## config.mk

```make
export PLATFORM = sky130hd
export DESIGN_NAME = dffram_arb2
export DESIGN_NICKNAME = d
export VERILOG_FILES = /design/src/rtl/dffram_arb2.sv
export SDC_FILE = /design/constraint.sdc
export NUM_CORES = 1
export LEC_CHECK = 0
export CORE_AREA = 5 5 91 93
export CTS_BUF_LIST = sky130_fd_sc_hd__clkbuf_4 sky130_fd_sc_hd__clkbuf_8 sky130_fd_sc_hd__clkbuf_16
export CTS_CLUSTER_DIAMETER = 120
export DETAILED_ROUTE_END_ITERATION = 6
export DIE_AREA = 0 0 96 98
export DONT_BUFFER_PORTS = 1
export GPL_ROUTABILITY_DRIVEN = 0
export MAX_ROUTING_LAYER = met4
export RECOVER_POWER = 100
export REMOVE_ABC_BUFFERS = 1
export SETUP_SLACK_MARGIN = 0.3
export SLEW_MARGIN = 30
export SYNTH_ARGS = -nofsm -noshare
export SYNTH_HDL_FRONTEND = slang
export SYNTH_SLANG_ARGS = --single-unit
```

## constraint.sdc

```tcl
create_clock -name CLK -period 1.4 [get_ports CLK]
set_input_delay 0.28 -clock CLK [delete_from_list [all_inputs] [get_ports CLK]]
set_output_delay 0.28 -clock CLK [all_outputs]
set_load 0.02 [all_outputs]
```

## src/rtl/dffram_arb2.sv

```systemverilog
// Two-port round-robin arbiter in front of a single-port DFFRAM (registered read, 1-cycle latency).
// Define DFFRAM_ARB_FIXED_PRIO_EN to make port 0 always win simultaneous requests.
module dffram_arb2 #(
  parameter  int WSIZE   = 4,
  localparam int A_WIDTH = 8 + $clog2(WSIZE)
) (
  input  logic               CLK,
  input  logic               RST,
  input  logic               P0_REQ,
  input  logic [3:0]         P0_WE,
  input  logic [A_WIDTH-1:0] P0_A,
  input  logic [31:0]        P0_Di,
  output logic               P0_ACK,
  output logic [31:0]        P0_Do,
  input  logic               P1_REQ,
  input  logic [3:0]         P1_WE,
  input  logic [A_WIDTH-1:0] P1_A,
  input  logic [31:0]        P1_Di,
  output logic               P1_ACK,
  output logic [31:0]        P1_Do,
  output logic               RAM_EN,
  output logic [3:0]         RAM_WE,
  output logic [A_WIDTH-1:0] RAM_A,
  output logic [31:0]        RAM_Di,
  input  logic [31:0]        RAM_Do
);

  localparam logic [1:0] IDLE  = 2'd0;
  localparam logic [1:0] SERVE = 2'd1;
  localparam logic [1:0] DONE  = 2'd2;

  logic [1:0] state_q, state_d;
  logic       gnt_q, gnt_d;
  logic       winner;

`ifdef DFFRAM_ARB_FIXED_PRIO_EN
  // Port 1 wins only when port 0 is silent.
  always_comb begin
    winner = ~P0_REQ;
  end
`else
  logic last_q, last_d;

  // On a tie the port that did not win last time goes first.
  always_comb begin
    if (P0_REQ && P1_REQ) begin
      winner = ~last_q;
    end else begin
      winner = P1_REQ;
    end
  end

  always_comb begin
    last_d = last_q;
    if (state_q == IDLE && (P0_REQ || P1_REQ)) begin
      last_d = winner;
    end
  end

  always_ff @(posedge CLK or posedge RST) begin
    if (RST) begin
      last_q <= 1'b1;
    end else begin
      last_q <= last_d;
    end
  end
`endif

  always_comb begin
    state_d = state_q;
    gnt_d   = gnt_q;
    case (state_q)
      IDLE: begin
        if (P0_REQ || P1_REQ) begin
          gnt_d   = winner;
          state_d = SERVE;
        end
      end
      SERVE:   state_d = DONE;
      DONE:    state_d = IDLE;
      default: state_d = IDLE;
    endcase
  end

  always_ff @(posedge CLK or posedge RST) begin
    if (RST) begin
      state_q <= IDLE;
      gnt_q   <= 1'b0;
    end else begin
      state_q <= state_d;
      gnt_q   <= gnt_d;
    end
  end

  // Outputs decode directly from state so reset zeroes them in the same cycle.
  always_comb begin
    RAM_EN = 1'b0;
    RAM_WE = 4'h0;
    RAM_A  = '0;
    RAM_Di = 32'h0;
    P0_ACK = 1'b0;
    P1_ACK = 1'b0;
    P0_Do  = 32'h0;
    P1_Do  = 32'h0;
    if (state_q == SERVE) begin
      RAM_EN = 1'b1;
      RAM_WE = gnt_q ? P1_WE : P0_WE;
      RAM_A  = gnt_q ? P1_A  : P0_A;
      RAM_Di = gnt_q ? P1_Di : P0_Di;
    end else if (state_q == DONE) begin
      if (gnt_q) begin
        P1_ACK = 1'b1;
        P1_Do  = RAM_Do;
      end else begin
        P0_ACK = 1'b1;
        P0_Do  = RAM_Do;
      end
    end
  end

endmodule

```

# After elaboration in Yosys (flattened, before gate mapping)
# Index checks and enable logic that the tools add are counted.
[word_totals]
ff_bits = 4
elab_cells = 34
out_inout_bits = 113
[op_classes]
muxes = 22
n_eq_ne = 3
reduce_logical = 5
n_bitwise = 1
[op_table]
columns = ["op", "n"]
rows = [
  ["two-way mux 32 bit", 8],
  ["two-way mux 10 bit", 2],
  ["two-way mux 1 bit", 8],
  ["two-way mux 4 bit", 2],
  ["case mux 2 bit (2 select lines)", 1],
  ["equality test 2 x 1 -> 1 bit (second input constant)", 1],
  ["equality test 2 bit (second input constant)", 1],
  ["logical AND 1 bit", 2],
  ["logical NOT 2 bit", 1],
  ["two-way mux 2 bit", 1],
  ["!= test 2 x 1 -> 1 bit (second input constant)", 1],
  ["AND reduction 2 bit", 1],
  ["logical OR 1 bit", 1],
  ["NOT 1 bit", 1],
]

# Depth between registers and ports, before layout
# Gate-level depths: netlist (run 1).
[depth]
word_depth = 3
mapped_depth = 5
depth_no_buf = 2

# Least setup slack after synthesis (run 1)
# Ideal clock, no wire load.
[synth_path]
kind = "reg2out"
startpoint = "register state_q[0]"
endpoint = "output P0_Do[14]"
required_time_ns = 1.120
slack_ns = -0.100
n_path_buf = 2
arrival_time_ns = 1.220
path_stages_with_launch = 5
path_cell_list = "dfrtp_1 or2_1 buf_6 buf_6 nor2_1"
[synth_via]
elab_chain_cells = 3
elab_cells_between_ends = 4
cone_classes = "eq/ne: 2; mux: 2"
[synth_lines]
columns = ["item", "line", "text"]
rows = [
  ["start, declared", "32", "logic [1:0] state_q, state_d;"],
  ["start signal, assigned", "90", "state_q <= state_d;"],
  ["equality test 2 bit", "110", "end else if (state_q == DONE) begin"],
  ["two-way mux 32 bit", "110", ""],
  ["two-way mux 32 bit (*)", "105", "if (state_q == SERVE) begin"],
  ["end, declared", "14", "output logic [31:0] P0_Do,"],
]
# Mark *: on every way between the ends. The rest lies on a longest branch, timed or not.

# Worst setup path after layout (run 1)
[layout_path]
startpoint = "register gnt_q"
endpoint = "output P0_Do[15]"
[layout_via]
elab_chain_cells = 3
[layout_lines]
columns = ["item", "line", "text"]
rows = [
  ["start, declared", "33", "logic gnt_q, gnt_d;"],
  ["start signal, assigned", "91", "gnt_q <= gnt_d;"],
  ["two-way mux 32 bit", "111", "if (gnt_q) begin"],
  ["two-way mux 32 bit", "110", ""],
  ["two-way mux 32 bit", "105", ""],
]
# No other way between the ends.

==> summary.txt, run 1 <==
Floorplan
  – Standard-cell row count: 32
  – Initial Utilization: 0.185
  – I/O pins: 241
  – Die Wd: 96 microns
  – Core ar.: 0.00745 sq mm
  – Die H: 98 microns
  – Die area: 0.00941 sq mm

Critical path
  – Critical path fanouts, max: 17
  – Worst Path Arrival: 1.39 ns
  – Setup Crit Path Kind: reg -> out
  – Startpoint Class: flip-flop
  – Worst-path cell chain: or2_4 -> buf_12 -> nor2_1 -> buf_4
  – WP buf/inv: 2
  – Slowest stage delay, CP: 0.43 ns
  – Top delay family on crit path: flip-flops
  – CP Capture Type: output port
  – CP max-delay cell: dfrtp_2
  – CP required: 1.12 ns

Power and ir drop
  – Cell-internal power: 3.36 mW
  – Switching share of power: 0.558
  – Clock power share: 0.036
  – Net switching power: 4.24 mW
  – Logic pwr share: 0.930
  – PwrDens: 2530 mW/mm^2
  – Peak supply drop: 1340 uV
  – Leak Pwr: 1.17 nW
  – Sequential Power Share: 0.034

Synthesis
  – #FFs+latches synth: 4
  – Synth top area share: 0.334
  – Cells after Synth: 230
  – Most common cell in the netlist: nor2_1
  – Post-synth EDFFs: 0
  – Cell taking the most area after synthesis: mux2i_1
  – Post-synth top flop: dfrtp_1
  – Post-synthesis sequential area ratio: 0.0734
  – Synth top area cells: mux2i_1, nor2_1, nand2_1, buf_6, dfrtp_1
  – Syn Area/Cell: 6.00 sq um
  – Synth warn: 0
  – Async S/R FF share, synth: 1.00
  – Post-synth cell types: 19
  – Top cells by count, synth: nor2_1, mux2i_1, nand2_1
  – Mapped cell area: 0.00138 sq mm

Clock network
  – Clock Path Buffers: 2
  – Clk root buf: clkbuf_8
  – Reg clk slew, reported paths: 0.03 ns
  – Clock latency on the worst-skew pair: 0.22 ns
  – CTS tree: yes
  – Clk sinks: 4
  – H-tree depth: 1
  – CTS buffer count: 3

Global routing
  – First-pass GRT wire length: 10,200 microns
  – Antenna violations before repair: 0
  – Vias in the first global route: 1,797
  – Largest net degree at the start of global routing: 48
  – GR Overflow Total: 0
  – GRT Overall Usage: 0.145

Drt
  – Detailed Routing Iterations Pass 1: 4
  – Post-route DRC: 0
  – Antenna viol nets, final: 0
  – Vias per cell: 4.75
  – Routed WL: 9280 microns
  – Initial DRC Count: 32
  – Wirelength per Cell: 23.0 microns
  – Via count: 1,919

Placement
  – Place WS: -0.0942 ns
  – Detailed placement HPWL: 6210 microns
  – Placed insts: 383
  – I/O Buffers: 0

STA
  – RSZ-0062 raised after global routing: yes
  – Setup TNS: -21.82 ns
  – Hold_ws: 0.195 ns
  – FMAX: 599 MHz
  – Final WS setup: -0.269 ns
  – Min cycle time layout: 1.67 ns
  – Max-slew headroom: 0.821
  – Tcrit/Tclk final: 1.19
  – Clk_skew: 0.00390 ns
  – Final hold vios: 0
  – Final Slew Violations: 0
  – Actual slew at the worst max-slew pin: 0.261 ns
  – Final setup fails: 114

Final layout
  – Register Area: 104 sq um
  – Nets: 431
  – Fraction of layout cells with a size suffix above 1: 0.715
  – Area Growth Syn to Fin: 118%
  – Number of fill cells in the layout: 703
  – Layout Cells excl Fill: 404
  – Area of the multi-input gates: 0.00171 sq mm
  – # diodes: 0

Status
  – Failing checks: negative setup slack
  – Outcome: finished with violations

Run
  – Max Cap Viol: 0

Worst hold path
  – Hold Path Class: in -> reg
logic make-up (layout without fill, tap and decap cells):
| group | after synthesis | after routing | share of synthesized area |
|---|---|---|---|
| AND/OR/NAND/NOR | 151 | 151 | 0.432 |
| multiplexers | 46 | 46 | 0.334 |
| buffers and inverters | 26 | 98 | 0.142 |
| flip-flops | 4 | 4 | 0.0734 |
| AO/OA/AOI/OAI | 3 | 3 | 0.0181 |
repair_timing:
item / in CTS / in global routing
cloned: 2 / 9
setup endpoints to repair: 115 / 116
hold buffers: 1 / 0
pin swaps: 2 / 29
hold endpoints to repair: 3 / 0
gates resized for setup: 68 / 134
setup buffers: 3 / 2
routing by layer:
metal / part of all wire / routed length [microns] / GRT usage
met2: 0.54 / 4990 / 0.276
met1: 0.32 / 3010 / 0.147
met4: 0.018 / 163 / 0.0230
met3: 0.12 / 1110 / 0.0354
met5: 0 / 0 / -
cells in the final DEF (no fill, tap or decap), drive strengths merged, types with 2 or more instances in the layout:
cell type    n
dfrtp        3
inv          4
buf         83
nand2       33
clkbuf      10
nand2b       2
mux2i       46
nor2       113
worst paths after layout:
check	startpoint	endpoint	slack, ns	depth (start not counted)
max	gnt_q$_DFFE_PP0P_	P0_Do[15]	-0.27	4
min	P0_REQ	state_q[0]$_DFFE_PP0P_	0.19	1
max reg2reg	state_q[1]$_DFFE_PP0P_	gnt_q$_DFFE_PP0P_	-0.05	4
min reg2reg	last_q$_DFFE_PP1P_	last_q$_DFFE_PP1P_	0.54	1
max in group asynchronous	RST	last_q$_DFFE_PP1P_	0.76	2
min in group asynchronous	RST	state_q[1]$_DFFE_PP0P_	0.41	2
sequential cells by signal (all words and copies together) (netlist names):
register  flops
state_q       2
gnt_q         1
last_q        1
through the flow:
| step | instance area (sq um) | util | power (mW) |
|---|---|---|---|
| floorplan | 1200 | - | 3.11 |
| global placement | 1940 | 0.260 | 4.41 |
| detailed placement | 1940 | 0.260 | 4.51 |
| CTS | 2250 | 0.302 | 5.52 |
| global route | 3000 | 0.403 | 7.95 |
| finish | 3000 | 0.403 | 7.60 |
power by group through the flow:
stage | clock network (mW) | logic, mW | registers [mW]
CTS | 0.281 | 4.98 | 0.254
floorplan | 0 | 2.55 | 0.557
global placement | 0 | 4.17 | 0.247
global route | 0.287 | 7.39 | 0.270
finish | 0.275 | 7.07 | 0.258
detailed placement | 0 | 4.25 | 0.253
layout make-up:
cell class | count | share of cell area
repair buffers | 90 | 0.333
inverters | 4 | 0.00500
flip-flops and latches | 4 | 0.0346
multi-input cells | 200 | 0.568
well taps | 102 | 0.0425
clock buffers | 4 | 0.0162
Note: power is estimated with default switching activity, not from simulation.
==> run 2, diff against run 1 <==
--- a/config.mk
+++ b/config.mk
@@ -16,7 +16,7 @@
 export RECOVER_POWER = 100
 export REMOVE_ABC_BUFFERS = 1
 export SETUP_SLACK_MARGIN = 0.3
-export SLEW_MARGIN = 30
+export SLEW_MARGIN = 25
 export SYNTH_ARGS = -nofsm -noshare
 export SYNTH_HDL_FRONTEND = slang
 export SYNTH_SLANG_ARGS = --single-unit
==> results of run 2 <==
No change in the layout: final DEF, timing and power equal those of run 1.
